===== src/rtl/cal_pulse_gen_multi.sv =====
// ---------------------------------------------------------------------------
// cal_pulse_gen_multi
//
// Multi-channel calibration injection generator. One accepted Cal command
// drives cal_edge_o / cal_aux_o on the subset of channels selected by the
// latched channel mask. The edge is either a held step or a burst of pulses
// with programmable delay, width, gap and repeat count. The aux level is
// applied once per command after its own delay.
//
// Ports
//   clk            in   1      160 MHz clock
//   reset_i        in   1      active-high reset, asynchronous assert
//   gen_cal_i      in   1      one-cycle start strobe
//   abort_i        in   1      cancel the running sequence
//   ch_mask_i      in   N_CH   channels driven by this command (1 = drive)
//   edge_mode_i    in   1      0 = step, 1 = pulse / burst
//   edge_dly_i     in   DLY_W  edge delay in 40 MHz units (x4 clk cycles)
//   edge_width_i   in   WID_W  pulse high time = edge_width_i + 1 cycles
//   repeat_cnt_i   in   REP_W  burst length = repeat_cnt_i + 1 pulses
//   repeat_gap_i   in   GAP_W  low time between pulses = repeat_gap_i + 1
//   aux_mode_i     in   1      level applied to cal_aux_o
//   aux_dly_i      in   AUX_W  aux delay in clk cycles
//   cal_edge_o     out  N_CH   per-channel edge signal (registered)
//   cal_aux_o      out  N_CH   per-channel aux signal (registered)
//   busy_o         out  1      sequence in progress
//   done_o         out  1      one-cycle strobe on normal completion
//   rejected_o     out  1      one-cycle strobe: gen_cal_i was dropped
//
// Timing, relative to the accept edge (the clock edge sampling gen_cal_i):
//   first edge change at edge_dly*4 + 2, aux applied at aux_dly + 2.
//   The cycle right after acceptance is an arming cycle in which the freshly
//   loaded counters hold; counting starts the cycle after that.
// ---------------------------------------------------------------------------
module cal_pulse_gen_multi #(
    parameter int N_CH  = 4,
    parameter int DLY_W = 3,
    parameter int WID_W = 6,
    parameter int AUX_W = 5,
    parameter int REP_W = 4,
    parameter int GAP_W = 6
) (
    input  logic             clk,
    input  logic             reset_i,
    input  logic             gen_cal_i,
    input  logic             abort_i,
    input  logic [N_CH-1:0]  ch_mask_i,
    input  logic             edge_mode_i,
    input  logic [DLY_W-1:0] edge_dly_i,
    input  logic [WID_W-1:0] edge_width_i,
    input  logic [REP_W-1:0] repeat_cnt_i,
    input  logic [GAP_W-1:0] repeat_gap_i,
    input  logic             aux_mode_i,
    input  logic [AUX_W-1:0] aux_dly_i,
    output logic [N_CH-1:0]  cal_edge_o,
    output logic [N_CH-1:0]  cal_aux_o,
    output logic             busy_o,
    output logic             done_o,
    output logic             rejected_o
);

    localparam int DCNT_W = DLY_W + 2;

    localparam logic [DCNT_W-1:0] DCNT_ONE = 1;
    localparam logic [WID_W-1:0]  WID_ONE  = 1;
    localparam logic [GAP_W-1:0]  GAP_ONE  = 1;
    localparam logic [REP_W-1:0]  REP_ONE  = 1;
    localparam logic [AUX_W-1:0]  AUX_ONE  = 1;

    typedef enum logic [1:0] {
        ST_IDLE  = 2'd0,
        ST_DELAY = 2'd1,
        ST_HIGH  = 2'd2,
        ST_GAP   = 2'd3
    } state_t;

    // Reset synchronizer: assertion propagates immediately, release is
    // aligned to clk two edges after reset_i drops.
    logic [1:0] rst_sync_q;
    logic       core_rst;

    always_ff @(posedge clk or posedge reset_i) begin
        if (reset_i) begin
            rst_sync_q <= 2'b11;
        end else begin
            rst_sync_q <= {rst_sync_q[0], 1'b0};
        end
    end

    assign core_rst = rst_sync_q[1];

    state_t             state_q, state_d;
    logic               arm_q, arm_d;
    logic [DCNT_W-1:0]  dly_cnt_q, dly_cnt_d;
    logic [WID_W-1:0]   wid_cnt_q, wid_cnt_d;
    logic [GAP_W-1:0]   gap_cnt_q, gap_cnt_d;
    logic [REP_W-1:0]   rep_cnt_q, rep_cnt_d;
    logic [AUX_W-1:0]   aux_cnt_q, aux_cnt_d;
    logic               aux_pend_q, aux_pend_d;
    logic               busy_q, busy_d;
    logic               done_q, done_d;
    logic               rejected_q, rejected_d;

    // Configuration latched at acceptance
    logic [N_CH-1:0]    mask_q, mask_d;
    logic               mode_q, mode_d;
    logic [WID_W-1:0]   width_q, width_d;
    logic [GAP_W-1:0]   gap_q, gap_d;
    logic               aux_mode_q, aux_mode_d;

    logic [N_CH-1:0]    cal_edge_q, cal_edge_d;
    logic [N_CH-1:0]    cal_aux_q, cal_aux_d;

    logic               accept;
    logic               reject;
    logic               abort_run;
    logic               edge_set;
    logic               edge_clr;
    logic               aux_set;
    logic [N_CH-1:0]    edge_mask;

    assign accept    = gen_cal_i && !busy_q && !abort_i;
    assign reject    = gen_cal_i && (busy_q || abort_i);
    assign abort_run = abort_i && busy_q;

    // The clear at acceptance must use the incoming mask, since mask_q still
    // holds the previous command's channels in that cycle.
    assign edge_mask = accept ? ch_mask_i : mask_q;

    always_comb begin
        state_d    = state_q;
        arm_d      = arm_q;
        dly_cnt_d  = dly_cnt_q;
        wid_cnt_d  = wid_cnt_q;
        gap_cnt_d  = gap_cnt_q;
        rep_cnt_d  = rep_cnt_q;
        aux_cnt_d  = aux_cnt_q;
        aux_pend_d = aux_pend_q;
        busy_d     = busy_q;
        done_d     = 1'b0;
        rejected_d = reject;
        mask_d     = mask_q;
        mode_d     = mode_q;
        width_d    = width_q;
        gap_d      = gap_q;
        aux_mode_d = aux_mode_q;
        edge_set   = 1'b0;
        edge_clr   = 1'b0;
        aux_set    = 1'b0;

        if (abort_run) begin
            // Abort wins over everything else while a sequence is running
            state_d    = ST_IDLE;
            arm_d      = 1'b0;
            aux_pend_d = 1'b0;
            busy_d     = 1'b0;
            dly_cnt_d  = '0;
            wid_cnt_d  = '0;
            gap_cnt_d  = '0;
            rep_cnt_d  = '0;
            aux_cnt_d  = '0;
            edge_clr   = 1'b1;
        end else if (accept) begin
            mask_d     = ch_mask_i;
            mode_d     = edge_mode_i;
            width_d    = edge_width_i;
            gap_d      = repeat_gap_i;
            aux_mode_d = aux_mode_i;
            dly_cnt_d  = {edge_dly_i, 2'b00};
            rep_cnt_d  = repeat_cnt_i;
            aux_cnt_d  = aux_dly_i;
            wid_cnt_d  = '0;
            gap_cnt_d  = '0;
            aux_pend_d = 1'b1;
            arm_d      = 1'b1;
            busy_d     = 1'b1;
            state_d    = ST_DELAY;
            edge_clr   = 1'b1;
        end else if (arm_q) begin
            arm_d = 1'b0;
        end else begin
            if (aux_pend_q) begin
                if (aux_cnt_q != '0) begin
                    aux_cnt_d = aux_cnt_q - AUX_ONE;
                end else begin
                    aux_set    = 1'b1;
                    aux_pend_d = 1'b0;
                end
            end

            case (state_q)
                ST_DELAY: begin
                    if (dly_cnt_q != '0) begin
                        dly_cnt_d = dly_cnt_q - DCNT_ONE;
                    end else begin
                        edge_set = 1'b1;
                        if (mode_q) begin
                            wid_cnt_d = width_q;
                            state_d   = ST_HIGH;
                        end else begin
                            state_d = ST_IDLE;
                        end
                    end
                end
                ST_HIGH: begin
                    if (wid_cnt_q != '0) begin
                        wid_cnt_d = wid_cnt_q - WID_ONE;
                    end else begin
                        edge_clr = 1'b1;
                        if (rep_cnt_q != '0) begin
                            rep_cnt_d = rep_cnt_q - REP_ONE;
                            gap_cnt_d = gap_q;
                            state_d   = ST_GAP;
                        end else begin
                            state_d = ST_IDLE;
                        end
                    end
                end
                ST_GAP: begin
                    if (gap_cnt_q != '0) begin
                        gap_cnt_d = gap_cnt_q - GAP_ONE;
                    end else begin
                        edge_set  = 1'b1;
                        wid_cnt_d = width_q;
                        state_d   = ST_HIGH;
                    end
                end
                ST_IDLE: begin
                end
                default: begin
                    state_d = ST_IDLE;
                end
            endcase

            // Completion needs both the edge sequence and the aux update
            if (busy_q && (state_d == ST_IDLE) && !aux_pend_d) begin
                busy_d = 1'b0;
                done_d = 1'b1;
            end
        end
    end

    // Per-channel output registers; unselected channels keep their value
    genvar gi;
    generate
        for (gi = 0; gi < N_CH; gi++) begin : g_ch
            assign cal_edge_d[gi] = !edge_mask[gi] ? cal_edge_q[gi] :
                                    edge_clr       ? 1'b0 :
                                    edge_set       ? 1'b1 : cal_edge_q[gi];
            assign cal_aux_d[gi]  = (mask_q[gi] && aux_set) ? aux_mode_q
                                                            : cal_aux_q[gi];
        end
    endgenerate

    always_ff @(posedge clk or posedge core_rst) begin
        if (core_rst) begin
            state_q    <= ST_IDLE;
            arm_q      <= 1'b0;
            dly_cnt_q  <= '0;
            wid_cnt_q  <= '0;
            gap_cnt_q  <= '0;
            rep_cnt_q  <= '0;
            aux_cnt_q  <= '0;
            aux_pend_q <= 1'b0;
            busy_q     <= 1'b0;
            done_q     <= 1'b0;
            rejected_q <= 1'b0;
            mask_q     <= '0;
            mode_q     <= 1'b0;
            width_q    <= '0;
            gap_q      <= '0;
            aux_mode_q <= 1'b0;
            cal_edge_q <= '0;
            cal_aux_q  <= '0;
        end else begin
            state_q    <= state_d;
            arm_q      <= arm_d;
            dly_cnt_q  <= dly_cnt_d;
            wid_cnt_q  <= wid_cnt_d;
            gap_cnt_q  <= gap_cnt_d;
            rep_cnt_q  <= rep_cnt_d;
            aux_cnt_q  <= aux_cnt_d;
            aux_pend_q <= aux_pend_d;
            busy_q     <= busy_d;
            done_q     <= done_d;
            rejected_q <= rejected_d;
            mask_q     <= mask_d;
            mode_q     <= mode_d;
            width_q    <= width_d;
            gap_q      <= gap_d;
            aux_mode_q <= aux_mode_d;
            cal_edge_q <= cal_edge_d;
            cal_aux_q  <= cal_aux_d;
        end
    end

    assign cal_edge_o = cal_edge_q;
    assign cal_aux_o  = cal_aux_q;
    assign busy_o     = busy_q;
    assign done_o     = done_q;
    assign rejected_o = rejected_q;

endmodule


===== config.mk =====
export PLATFORM = sky130hd
export DESIGN_NAME = cal_pulse_gen_multi
export DESIGN_NICKNAME = d
export VERILOG_FILES = /design/src/rtl/cal_pulse_gen_multi.sv
export SDC_FILE = /design/constraint.sdc
export NUM_CORES = 1
export LEC_CHECK = 0
export ABC_AREA = 1
export CORE_UTILIZATION = 40
export DETAILED_ROUTE_END_ITERATION = 8
export PLACE_DENSITY = 0.67
export SLEW_MARGIN = 30
export SYNTH_ARGS = -nofsm -noshare
export SYNTH_HDL_FRONTEND = slang
export SYNTH_SLANG_ARGS = --single-unit

===== constraint.sdc =====
create_clock -name clk -period 3.8 [get_ports clk]
set_clock_uncertainty 0.05 [all_clocks]
set_input_delay 0.76 -clock clk [delete_from_list [all_inputs] [get_ports clk]]
set_output_delay 0.76 -clock clk [all_outputs]
set_load 0.05 [all_outputs]

Word-level counts from Yosys, hierarchy flattened
Cells that the tools add are included.
{"block": "totals", "ff_bits": 61, "latchBits": 0, "ram_bits": 0, "mem_bits_ro": 0, "in_bits": 34, "output_inout_bits": 11, "elab_cells": 164, "n_memories": 0}
{"block": "op_classes", "n_addsub": 5, "multipliers": 0, "n_div": 0, "magnitude_cmp": 0, "n_eq_ne": 12, "shift": 0, "mux": 80, "bitwise_logic": 1, "reduce_logical": 41}
{"cell": "6-bit 2-to-1 mux", "n": 13}
{"cell": "5-bit 2-to-1 mux", "n": 10}
{"cell": "1-bit 2-to-1 mux", "n": 35}
{"cell": "4-bit 2-to-1 mux", "n": 7}
{"cell": "4-bit inequality test (second input constant)", "n": 7}
{"cell": "2-bit 2-to-1 mux", "n": 11}
{"cell": "3-bit nonzero test", "n": 7}
{"cell": "6-bit one-hot mux with 3 select lines", "n": 1}
{"cell": "5-bit nonzero test", "n": 3}
{"cell": "6-bit one-hot mux with 2 select lines", "n": 1}
{"cell": "2-bit AND reduction", "n": 6}
{"cell": "6-bit nonzero test", "n": 2}
{"cell": "6-bit by 1-bit subtractor with 6-bit output (second input constant)", "n": 2}
{"cell": "1-bit logical AND", "n": 10}
{"cell": "5-bit by 1-bit subtractor with 5-bit output (second input constant)", "n": 2}
{"cell": "4-bit nonzero test", "n": 2}
{"cell": "2-bit one-hot mux with 3 select lines", "n": 1}
{"cell": "3-bit AND reduction", "n": 2}
{"cell": "6-bit AND reduction", "n": 1}
{"cell": "5-bit AND reduction", "n": 1}
{"cell": "2-bit == test (second input constant)", "n": 2}
{"cell": "4-bit AND reduction", "n": 1}
{"cell": "4-bit by 1-bit subtractor with 4-bit output (second input constant)", "n": 1}
{"cell": "1-bit zero test", "n": 3}
{"cell": "8 further kinds", "n": 8}

Logic depth before layout (Yosys ltp)
{"block": "logic_depth", "depth_word": 14, "ltp_mapped": 11, "depth_no_buf": 11}

Worst setup path after synthesis
No wires, ideal clock.
{"block": "synth_timing", "kind": "input port to flip-flop", "from": "input port abort_i", "to": "register wid_cnt_q[2]", "setup_time_ns": 0.117, "arrival_ns": 1.592, "required_ns": 3.633, "slack_ns": 2.041, "cell_stages": 8, "n_path_buf": 2, "cell_sequence": "nor2_1 -> nand2_2 -> nand2_2 -> inv_4 -> buf_6 -> buf_4 -> nand3_1 -> nand2_1"}
{"block": "synth_via", "elab_chain_len": 4, "word_cells_on_any_way": 12, "cone_classes": "5 x eq/ne; 2 x mux; 5 x reduce/logical"}
{"element": "start: declaration", "line": "45", "text": "input logic abort_i,"}
{"element": "1-bit zero test", "line": "121", "text": "assign accept = gen_cal_i && !busy_q && !abort_i;"}
{"element": "1-bit logical AND", "line": "121"}
{"element": "4-bit inequality test (no source line) (tied with other cells)"}
{"element": "6-bit AND reduction (no source line) / 6-bit 2-to-1 mux (equally long branches)"}
{"element": "end signal: assignment", "line": "278", "text": "wid_cnt_q <= wid_cnt_d;"}
{"element": "end: declaration", "line": "94", "text": "logic [WID_W-1:0] wid_cnt_q, wid_cnt_d;"}
Parallel ways exist; a longest one is shown, timed or not.
A chain may end at the register's enable or synchronous reset.

Worst setup path in the final report
{"block": "layout_timing", "from": "input port abort_i", "to": "register cal_aux_q[0] (netlist: cal_aux_o[0])"}
{"block": "layout_via", "elab_chain_len": 5, "word_cells_on_any_way": 6, "cone_classes": "2 x mux; 4 x reduce/logical"}
{"element": "1-bit zero test", "line": "121"}
{"element": "1-bit logical AND", "line": "121"}
{"element": "1-bit 2-to-1 mux", "line": "162", "text": "end else if (accept) begin"}
{"element": "1-bit 2-to-1 mux (*)", "line": "150", "text": "if (abort_run) begin"}
{"element": "1-bit logical AND (*)", "line": "249", "text": "assign cal_aux_d[gi] = (mask_q[gi] && aux_set) ? aux_mode_q"}
{"element": "end signal: assignment", "line": "292", "text": "cal_aux_q <= cal_aux_d;"}
{"element": "end: declaration", "line": "111", "text": "logic [N_CH-1:0] cal_aux_q, cal_aux_d;"}
Mark *: on every way between the ends. The rest lies on a longest branch, timed or not.

==> impl_results.md <==
- Post-route antenna net violation count: 0
- Core footprint: around 0.0078 mm^2
- Beginning of the worst register-to-register path: busy_o
- Leakage: 2.02 nW
- GRT overflow: 0
- Vert. Die Dim: 92.8 um
- Worst setup SP type: primary input
- R2R Path End: cal_aux_o[0]
- Total of max-cap violations: 0
- PD cells: around 840 mW/mm^2
- Pre-Repair DR Iteration Count: 5
- Mapped Nets: 474
- FF+latch area: 0.00153 mm^2
- Post-route cell area: 0.00407 mm^2
- Mapped cell area: 0.00330 mm^2
- Total Power: 3.41 mW
- Area delta synth->final: 23.2%
- CP Data Required Time: just under 4000 ps
- CTS Sinks: 61
- Pin count of the biggest net entering global routing: 35
- DP HPWL: ~5300 um
- Setup CP Type: primary input to flop
- RSZ-0062 raised after global routing: no
- Placed cell areas: 0.00382 mm^2
- Placed cells: 569
- Die Wd: around 93 um
- DRC viols: 0
- Num ports: between 40 and 50
- DR vias/cell: approximately 4.9
- H-tree levels: 3
- Fill cells: between 700 and 800
- Count of non-filler cells in the finished layout: 585
- Slew headroom: 54.1%
- Synth Warn #: 0
- Util after Layout: 51.8%
- Worst setup path start: abort_i
- Sequential share of the synthesized area: ~46%
- GP Congestion: 0.860
- Worst slew pin tran: 688 ps
- Num CTS Buffers: 9
- WL/cell: around 13 um
- First-pass GRT wire length: 12800 um
- Fin. Hold Viols: 0
- Syn avg cell area: about 7.7 um^2
- Top_reg_cell synth: dfrtp_1
- Final min period: between 2000 and 3000 ps
- Hold Path Class: flop to async pin
- Post-synth ARST share: 100%
- Cells after Synth: 431
- Post-CTS setup repair buffer count: 0
- Clock Path Buffers: 2
- Slew Limit Fails: 0
- Fmax: 380 MHz
- Crit-path max FO: 24
- R2R Setup Slk: 1560 ps
- CTS resizes: 0
- Period utilization: between 60% and 70%
- Crit path DAT: about 2800 ps
- Clock Latency Late Sink: 340 ps
- Post-synth top area cell: dfrtp_1
- Final Net Count: 521
- Worst vdd ir: between 300 and 400 uV
- Initial antenna violation count: 0
- Diode count: 0
- Fraction of layout instances using a drive strength above 1: 9.32%
- Yosys top cell area share: between 40 and 50%
- DR iter-0 viols: 143
- Clock transition at the registers of the reported paths: 70 ps
- CTS root buf: clkbuf_8
- Die area: ~0.0086 mm^2
- Endpoints failing setup: 0
- Via Count: between 2000 and 3000
- Starting Density: 42.1%
- Num rows: 32
- Vias in the first global route: 2759
- Post-CTS Hold Fix Bufs: 0
- Seq cells post-synth: 61
- # port buffers: 44
- TritonCTS clock tree: yes
- Status: completed
- Multi-input gate area: between 0.0015 and 0.002 mm^2
- Synth cell types: 33
- Final wirelength: 7330 um
- EDFF count, synth: 0
- Area contributors post-synth: dfrtp_1, nand2_1, nand3_1
- Final setup TNS: 0 ps
- CP Capture Type: flop
- Setup crit end: cal_aux_o[0]
- Tot GR Track Use: 19.0%
- Reg2reg path depth: 9
-- area by class of cell --
cell class,count,share of cell area [%]
Clock inverter,3,1.60
Clock buffer,13,4.40
Tap cell,102,3.14
Inverter,36,3.39
Timing Repair Buffer,45,11.0
Sequential cell,61,37.6
Multi-Input combinational cell,325,38.8
-- state kept, by name, indices dropped and copies added (netlist names) --
signal and count:
aux_pend_q 1, gap_q 6, busy_o 1, width_q 6, rep_cnt_q 4, rst_sync_q 2
cal_edge_o 4, aux_mode_q 1, mode_q 1, done_o 1, dly_cnt_q 5, aux_cnt_q 5
wid_cnt_q 6, state_q 2, cal_aux_o 4, mask_q 4, rejected_o 1, gap_cnt_q 6
arm_q 1
-- per-layer routing --
| layer | vias up | routed length, um | track usage [%] |
|---|---|---|---|
| met4 | 0 | 100 | 7.31 |
| met3 | 13 | 295 | 4.68 |
| li1 | 1475 | - | - |
| met5 | - | 0 | 0 |
| met2 | 45 | 3490 | 30.5 |
| met1 | 1318 | 3440 | 24.6 |
-- report_power, final --
group | internal (mW) | total (mW) | switching (mW) | leakage [nW]
clock | 0.440 | 0.692 | 0.252 | 0.126
combinational | 0.579 | 1.60 | 1.03 | 1.11
sequential | 0.918 | 1.12 | 0.199 | 0.779
-- metrics by stage --
stage / worst slack (ps) / hold slack, ps
4_1_cts: 1210 / 308
2_1_floorplan: 1950 / 295
6_report: 1170 / 306
5_1_grt: 940 / 309
3_3_place_gp: 923 / 297
3_5_place_dp: 850 / 298
-- layout by cell type (no fill, tap or decap), types with 2 or more instances in the layout --
cell             instances
ha_1                     9
nor2_1                  31
o21ai_1                  2
inv_2                    5
clkbuf_8                13
nand2_1                161
nor2_2                   4
dfrtp_1                 59
nand3_1                 39
clkdlybuf4s50_1         44
nand3b_1                 2
nor2_4                   2
xnor2_1                  6
o21ai_0                 32
dfstp_2                  2
a31oi_1                  5
nand4_1                  6
bufinv_16                2
nand2_2                  9
o21bai_1                 2
a21oi_1                  6
inv_1                   30
-- cells by family after synthesis --
kind of cell | synth area share [%]
DFF | 46.3
and+or+nand+nor | 33.8
AOI/OAI and AO/OA | 8.91
other | 0.114
xor gates and xnor gates | 1.59
buffers and inverters | 5.84
adders and majority gates | 3.41
-- cells in the mapped netlist (2+ instances only) --
| cell type | n |
|---|---|
| a21oi_1 | 6 |
| a31oi_1 | 5 |
| buf_2 | 5 |
| buf_4 | 2 |
| dfrtp_1 | 59 |
| dfstp_2 | 2 |
| ha_1 | 9 |
| inv_1 | 31 |
| inv_2 | 4 |
| nand2_1 | 161 |
| nand2_2 | 9 |
| nand3_1 | 39 |
| nand3b_1 | 2 |
| nand4_1 | 6 |
| nor2_1 | 31 |
| nor2_2 | 4 |
| nor2_4 | 2 |
| o21ai_0 | 32 |
| o21ai_1 | 2 |
| o21bai_1 | 2 |
| xnor2_1 | 6 |
-- worst min path at each step --
stage | endpoint | slack, ps | cells after the start
final | gap_q[1] | 310 | 1
after floorplan | rst_sync_q[1] | 300 | 0
after global placement | rst_sync_q[1] | 300 | 0
after CTS | rst_sync_q[1] | 310 | 0
after detailed placement | rst_sync_q[1] | 300 | 0
after global routing | rst_sync_q[1] | 310 | 0
-- worst max-delay path, cell delays in order --
cell	delay (ps)
clkdlybuf4s50_1	480
nor2_1	70
nand2_2	390
nand2_2	290
inv_4	310
nand2_2	140
nor2_4	140
nand2_1	80
nand2_1	50
o21ai_0	80
(Power assumes the default switching activity.)
